File: config.mk
export PLATFORM = sky130hd
export DESIGN_NAME = division_ctrl_flat
export DESIGN_NICKNAME = d
export VERILOG_FILES = /design/src/rtl/div_pkg.sv /design/src/rtl/division_ctrl_if.sv /design/src/rtl/edge_rise.sv /design/src/rtl/division_ctrl.sv /design/src/flat_wrapper.sv
export SDC_FILE = /design/constraint.sdc
export NUM_CORES = 1
export LEC_CHECK = 0
export CAP_MARGIN = 20
export CORE_MARGIN = 1
export CORE_UTILIZATION = 40
export CTS_CLUSTER_DIAMETER = 60
export DETAILED_ROUTE_END_ITERATION = 10
export GPL_ROUTABILITY_DRIVEN = 1
export PLACE_DENSITY = 0.7
export SLEW_MARGIN = 20
export SYNTH_ARGS = -nofsm -noshare
export SYNTH_HDL_FRONTEND = slang
export SYNTH_SLANG_ARGS = --single-unit
File: constraint.sdc
create_clock -name clk -period 2.84 [get_ports clk]
set_input_delay 0.568 -clock clk [delete_from_list [all_inputs] [get_ports clk]]
set_output_delay 0.568 -clock clk [all_outputs]
set_load 0.01 [all_outputs]
File: src/rtl/div_pkg.sv
// div_pkg: shared definitions for the division controller.
//   state_t      - controller FSM states
//   FINAL_W_DEF  - default divider terminal-value width
//   CNT_W_DEF    - default output-pulse counter width
package div_pkg;

   localparam int unsigned FINAL_W_DEF = 10;
   localparam int unsigned CNT_W_DEF   = 8;

   typedef enum logic [1:0] {
      IDLE = 2'd0,
      LOAD = 2'd1,
      RUN  = 2'd2,
      DONE = 2'd3
   } state_t;

endpackage

File: src/rtl/division_ctrl_if.sv
// division_ctrl_if: job-request and divider-side signals of the division controller.
//   Job side     : req, final_in, cycles_in, abort (to ctrl); ack, err, busy, done, aborted,
//                  pulse_cnt (from ctrl)
//   Divider side : div_out (to ctrl); div_start, div_final (from ctrl)
//   master modport drives the requests and the divider output; slave is the controller.
interface division_ctrl_if
   import div_pkg::*;
#(
   parameter int unsigned FINAL_W = FINAL_W_DEF,
   parameter int unsigned CNT_W   = CNT_W_DEF
);

   logic               req;
   logic [FINAL_W-1:0] final_in;
   logic [CNT_W-1:0]   cycles_in;
   logic               abort;
   logic               div_out;
   logic               div_start;
   logic [FINAL_W-1:0] div_final;
   logic               ack;
   logic               err;
   logic               busy;
   logic               done;
   logic               aborted;
   logic [CNT_W-1:0]   pulse_cnt;

   modport master (
      output req, final_in, cycles_in, abort, div_out,
      input  div_start, div_final, ack, err, busy, done, aborted, pulse_cnt
   );

   modport slave (
      input  req, final_in, cycles_in, abort, div_out,
      output div_start, div_final, ack, err, busy, done, aborted, pulse_cnt
   );

endinterface

File: src/rtl/edge_rise.sv
// edge_rise: rising-edge detector with a one-cycle registered history.
//   clk   - clock
//   reset - synchronous active-high reset (clears the history)
//   d     - sampled input
//   rise  - d & ~d_q, high in the cycle d is first seen high
module edge_rise (
   input  logic clk,
   input  logic reset,
   input  logic d,
   output logic rise
);

   logic d_q;

   always_ff @(posedge clk) begin
      if (reset) begin
         d_q <= 1'b0;
      end else begin
         d_q <= d;
      end
   end

   assign rise = d & ~d_q;

endmodule

File: src/rtl/division_ctrl.sv
// division_ctrl: accepts a job (terminal value + pulse count), starts the clock divider,
// counts divided-clock rising edges and reports completion, rejection or abort.
//   clk   - clock
//   reset - synchronous active-high reset
//   bus   - division_ctrl_if slave: job request/response and divider control
// All outputs are registered.
module division_ctrl
   import div_pkg::*;
#(
   parameter int unsigned FINAL_W = FINAL_W_DEF,
   parameter int unsigned CNT_W   = CNT_W_DEF
) (
   input  logic           clk,
   input  logic           reset,
   division_ctrl_if.slave bus
);

   state_t             state_q, state_d;
   logic [FINAL_W-1:0] final_q, final_d;
   logic [CNT_W-1:0]   cycles_q, cycles_d;
   logic [CNT_W-1:0]   cnt_q, cnt_d;
   logic               start_q, start_d;
   logic               ack_q, ack_d;
   logic               err_q, err_d;
   logic               busy_q, busy_d;
   logic               done_q, done_d;
   logic               aborted_q, aborted_d;
   logic               rise;
   logic               job_ok;
   logic               terminal;

   edge_rise u_edge_rise (
      .clk   (clk),
      .reset (reset),
      .d     (bus.div_out),
      .rise  (rise)
   );

   always_comb begin
      state_d   = state_q;
      final_d   = final_q;
      cycles_d  = cycles_q;
      cnt_d     = cnt_q;
      ack_d     = 1'b0;
      err_d     = 1'b0;
      done_d    = 1'b0;
      aborted_d = 1'b0;
      job_ok    = (bus.final_in != '0) && (bus.cycles_in != '0);
      // Stopping at cycles-1 means the counter tops out at cycles and can never wrap.
      terminal  = rise && (cnt_q == (cycles_q - CNT_W'(1)));

      case (state_q)
         IDLE: begin
            if (bus.req) begin
               if (job_ok) begin
                  final_d  = bus.final_in;
                  cycles_d = bus.cycles_in;
                  cnt_d    = '0;
                  ack_d    = 1'b1;
                  state_d  = LOAD;
               end else begin
                  err_d = 1'b1;
               end
            end
         end
         LOAD: begin
            state_d = RUN;
         end
         RUN: begin
            if (rise) begin
               cnt_d = cnt_q + CNT_W'(1);
            end
            // abort wins over a coincident terminal edge
            if (bus.abort) begin
               aborted_d = 1'b1;
               state_d   = IDLE;
            end else if (terminal) begin
               done_d  = 1'b1;
               state_d = DONE;
            end
         end
         DONE: begin
            state_d = IDLE;
         end
         default: begin
            state_d = IDLE;
         end
      endcase

      // Start lags RUN entry by one cycle but drops in the same cycle RUN is left.
      start_d = (state_q == RUN) && (state_d == RUN);
      busy_d  = (state_d != IDLE);
   end

   always_ff @(posedge clk) begin
      if (reset) begin
         state_q   <= IDLE;
         final_q   <= '0;
         cycles_q  <= '0;
         cnt_q     <= '0;
         start_q   <= 1'b0;
         ack_q     <= 1'b0;
         err_q     <= 1'b0;
         busy_q    <= 1'b0;
         done_q    <= 1'b0;
         aborted_q <= 1'b0;
      end else begin
         state_q   <= state_d;
         final_q   <= final_d;
         cycles_q  <= cycles_d;
         cnt_q     <= cnt_d;
         start_q   <= start_d;
         ack_q     <= ack_d;
         err_q     <= err_d;
         busy_q    <= busy_d;
         done_q    <= done_d;
         aborted_q <= aborted_d;
      end
   end

   assign bus.div_start = start_q;
   assign bus.div_final = final_q;
   assign bus.ack       = ack_q;
   assign bus.err       = err_q;
   assign bus.busy      = busy_q;
   assign bus.done      = done_q;
   assign bus.aborted   = aborted_q;
   assign bus.pulse_cnt = cnt_q;

endmodule

File: src/flat_wrapper.sv
// flat-port wrapper written by rule: the top's interface ports become plain ports
module division_ctrl_flat import div_pkg::*;
#(
   parameter int unsigned FINAL_W = FINAL_W_DEF,
   parameter int unsigned CNT_W   = CNT_W_DEF
)
  (clk, reset, bus_req, bus_final_in, bus_cycles_in, bus_abort, bus_div_out, bus_div_start, bus_div_final, bus_ack, bus_err, bus_busy, bus_done, bus_aborted, bus_pulse_cnt);
  division_ctrl_if #(.FINAL_W(FINAL_W), .CNT_W(CNT_W)) bus_i ();
  input  logic clk;
  input  logic reset;
  input wire logic [$bits(bus_i.req)-1:0] bus_req;
  input wire logic [$bits(bus_i.final_in)-1:0] bus_final_in;
  input wire logic [$bits(bus_i.cycles_in)-1:0] bus_cycles_in;
  input wire logic [$bits(bus_i.abort)-1:0] bus_abort;
  input wire logic [$bits(bus_i.div_out)-1:0] bus_div_out;
  output wire logic [$bits(bus_i.div_start)-1:0] bus_div_start;
  output wire logic [$bits(bus_i.div_final)-1:0] bus_div_final;
  output wire logic [$bits(bus_i.ack)-1:0] bus_ack;
  output wire logic [$bits(bus_i.err)-1:0] bus_err;
  output wire logic [$bits(bus_i.busy)-1:0] bus_busy;
  output wire logic [$bits(bus_i.done)-1:0] bus_done;
  output wire logic [$bits(bus_i.aborted)-1:0] bus_aborted;
  output wire logic [$bits(bus_i.pulse_cnt)-1:0] bus_pulse_cnt;
  assign bus_i.req = bus_req;
  assign bus_i.final_in = bus_final_in;
  assign bus_i.cycles_in = bus_cycles_in;
  assign bus_i.abort = bus_abort;
  assign bus_i.div_out = bus_div_out;
  assign bus_div_start = bus_i.div_start;
  assign bus_div_final = bus_i.div_final;
  assign bus_ack = bus_i.ack;
  assign bus_err = bus_i.err;
  assign bus_busy = bus_i.busy;
  assign bus_done = bus_i.done;
  assign bus_aborted = bus_i.aborted;
  assign bus_pulse_cnt = bus_i.pulse_cnt;
  division_ctrl #(.FINAL_W(FINAL_W), .CNT_W(CNT_W)) u_core (.clk(clk), .reset(reset), .bus(bus_i));
endmodule
==> run metrics <==
status=finished clean; Reg clk slew, reported paths=0.07 ns; DR DRC count=0; worst reg2reg path endpoint=u_core.bus.div_start; P_leak=0.849 nW; HP Class=register to register; footprint of the multi-input gates=roughly 810 sq um; Worst Path Max Fanout=4; Post-CTS Resized=0; site row count=22; most frequent cells in the layout=clkdlybuf4s50_1 (46), nor2_1 (36), dfxtp_1 (35), mux2i_1 (18), xnor2_1 (11); CTS tree=done; #FFs+latches synth=35; I/O pins=47; core area=3690 sq um; Global Route Usage Sum=0.191; Max Root-Sink Buffers=2; max-cap viol count=0; warnings from Yosys=0; Die H=64.3 um; Critical Setup Path Class=input pin to register; port bufs=46; Post-Route WL=about 3600 um; later-pin clock latency in the skew report=just under 0.3 ns; Die X=approximately 64 um; DIE AREA=4140 sq um; slowest CP cell=clkdlybuf4s50_1; Reg2Reg Depth=7; Cell variety after synth=32; first-pass GRT wire length=6130 um; H-tree Lvls=2; Final GP Congestion=0.792; Fin Setup TNS=0 ns; Area Growth Syn to Fin=39.8%; CP Cell Sequence=clkdlybuf4s50_1 -> or3b_4 -> or4_1 -> nor4_1 -> o21ai_1 -> nor4b_1; register area=701 sq um; # fillers=362; postcts setup bufs=0; largest net degree at the start of global routing=23; detailed placement HPWL=roughly 2800 um; Slew Limit Fails=0; Hold Fails Final Rpt=0; crit start category=input pin; Slew Limit Headroom=0.500; commonest non-fill, non-tap cell in the layout=clkdlybuf4s50_1; Cells after Synth=171; crit end category=register; Final Skew=0.00509 ns; grt ovf=0; Critical Path Sink=u_core.bus.div_start; RSZ-0062 raised after global routing=false; final period utilization=0.818; Worst-Margin Slew=0.748 ns; VDD IR max=0.328 mV; cts hold-fix bufs=0; Max Fclk=431 MHz; Avg Inst Size Synth=9.09 sq um; Nets=245; initial antenna violation count=0; critical path data required time=2.97 ns; slowest stage delay, CP=0.50 ns; Setup crit start=bus_div_out; antenna fix cells=0; initial core utilization=0.421; vias in the first global route=1376; post-route ant nets=0; total CTS buffers=5; DRT Pass-1 Iters=6; WP data arrival=approximately 2.5 ns; drt initial violations=96; launching point of the worst reg2reg path=u_core.cycles_q[0]; reg2reg setup slack=0.67 ns; Cell Count Post-Placement=261; Clock Root Buffer=clkbuf_8; Mapped Area=1550 sq um; min cycle time layout=2.32 ns; final setup fails=0; Via Count=1415; layout cell share with drive strength beyond 1=0.0633; routed vias/inst=5.26; Seq/Total Area, Yosys=0.451; Routed wire per std cell=13.4 um; Power Dens Cells=516 nW/um^2; fin cells=~270; Sink Count=35; synthesized net count=196
[per-stage QoR]
stage | hold WS, ns | worst slack, ns | utilization | power (mW) | area (sq um)
floorplan | 0.478 | 0.867 | - | 0.650 | 1550
global placement | 0.475 | 0.283 | 0.562 | 0.730 | 2070
detailed placement | 0.490 | 0.227 | 0.562 | 0.738 | 2070
CTS | 0.510 | 0.508 | 0.589 | 1.12 | 2170
global route | 0.539 | 0.412 | 0.589 | 1.17 | 2170
finish | 0.498 | 0.518 | 0.589 | 1.12 | 2170
[critical path, delay by kind of cell]
kind                   cells  cell delay, ns
AO/OA/AOI/OAI              1            0.14
AND/OR/NAND/NOR            4            1.25
buffers and inverters      1            0.50
[area by class of cell]
cell class                 instances  area share
clock buffer                       8      0.0461
inverter                           3     0.00518
multi-input combinational        125       0.373
sequential                        35       0.323
tap                               48      0.0276
timing repair buffer              50       0.226
[layer usage]
layer	global-route usage	routed length [um]	vias to the layer above	part of all wire
met5	0	0	-	0
met4	0.0694	60	0	0.017
met3	0.0536	170	5	0.047
met2	0.328	1820	46	0.50
met1	0.224	1560	673	0.43
li1	-	-	691	-
[worst min-delay path by stage]
stage                                         end  slack, ns                    start  depth (start not counted)
after CTS                 u_core.bus.div_final[5]       0.51  u_core.bus.div_final[5]                          2
after global placement    u_core.bus.div_final[7]       0.48  u_core.bus.div_final[7]                          2
after global routing      u_core.bus.div_final[6]       0.54  u_core.bus.div_final[6]                          2
after floorplan                u_core.cycles_q[6]       0.48       u_core.cycles_q[6]                          2
final                     u_core.bus.div_final[5]       0.50  u_core.bus.div_final[5]                          2
after detailed placement  u_core.bus.div_final[6]       0.49  u_core.bus.div_final[6]                          2
[power breakdown]
group          total (mW)  switching, mW  internal (mW)
Combinational       0.196         0.0897          0.106
Clock               0.392          0.171          0.221
Sequential          0.533         0.0183          0.514
[synth_stat cells]
master    number  area [sq um]
inv_1          3          11.3
a311oi_1       2          17.5
a31oi_1        2          12.5
dfxtp_1       35           701
nor2_1        36           135
nand3b_1       1          7.51
xor2_1         4          35.0
nor4b_1        2          17.5
nand2_1        8          30.0
nor4_1         7          43.8
ha_1           2          25.0
or3b_4         1          11.3
nand4_1        2          12.5
a221oi_1       1          8.76
a41oi_1        1          8.76
nand2b_1       2          12.5
nand3_1        4          20.0
a22oi_1        1          7.51
o21ai_1        1          5.00
nand2b_2       1          8.76
nor3b_1        5          37.5
nor2b_1        1          6.26
xnor2_1       11          96.3
or2b_1         1          7.51
o21ai_0        1          5.00
a21oi_1        6          30.0
o21ba_2        1          10.0
clkbuf_1       6          22.5
or4_1          1          7.51
buf_2          2          10.0
nor3_1         2          10.0
mux2i_1       18           180
[logic make-up (layout without fill, tap and decap cells)]
family | Yosys count | in the layout | synth area share
xor gates and xnor gates | 15 | 15 | 0.0845
muxes | 18 | 18 | 0.116
AOI/OAI and AO/OA | 16 | 16 | 0.0676
adders and majority gates | 2 | 2 | 0.0161
and+or+nand+nor | 74 | 74 | 0.237
buffers and inverters | 11 | 61 | 0.0282
DFF | 35 | 35 | 0.451
[registers in the layout, summed over array words and instances, names as in the netlist]
register / cells
u_core.bus.aborted: 1
u_core.bus.ack: 1
u_core.bus.busy: 1
u_core.bus.div_final: 10
u_core.bus.div_start: 1
u_core.bus.done: 1
u_core.bus.err: 1
u_core.bus.pulse_cnt: 8
u_core.cycles_q: 8
u_core.state_q: 2
u_core.u_edge_rise.d_q: 1
Power figures use the tool's default switching activity.
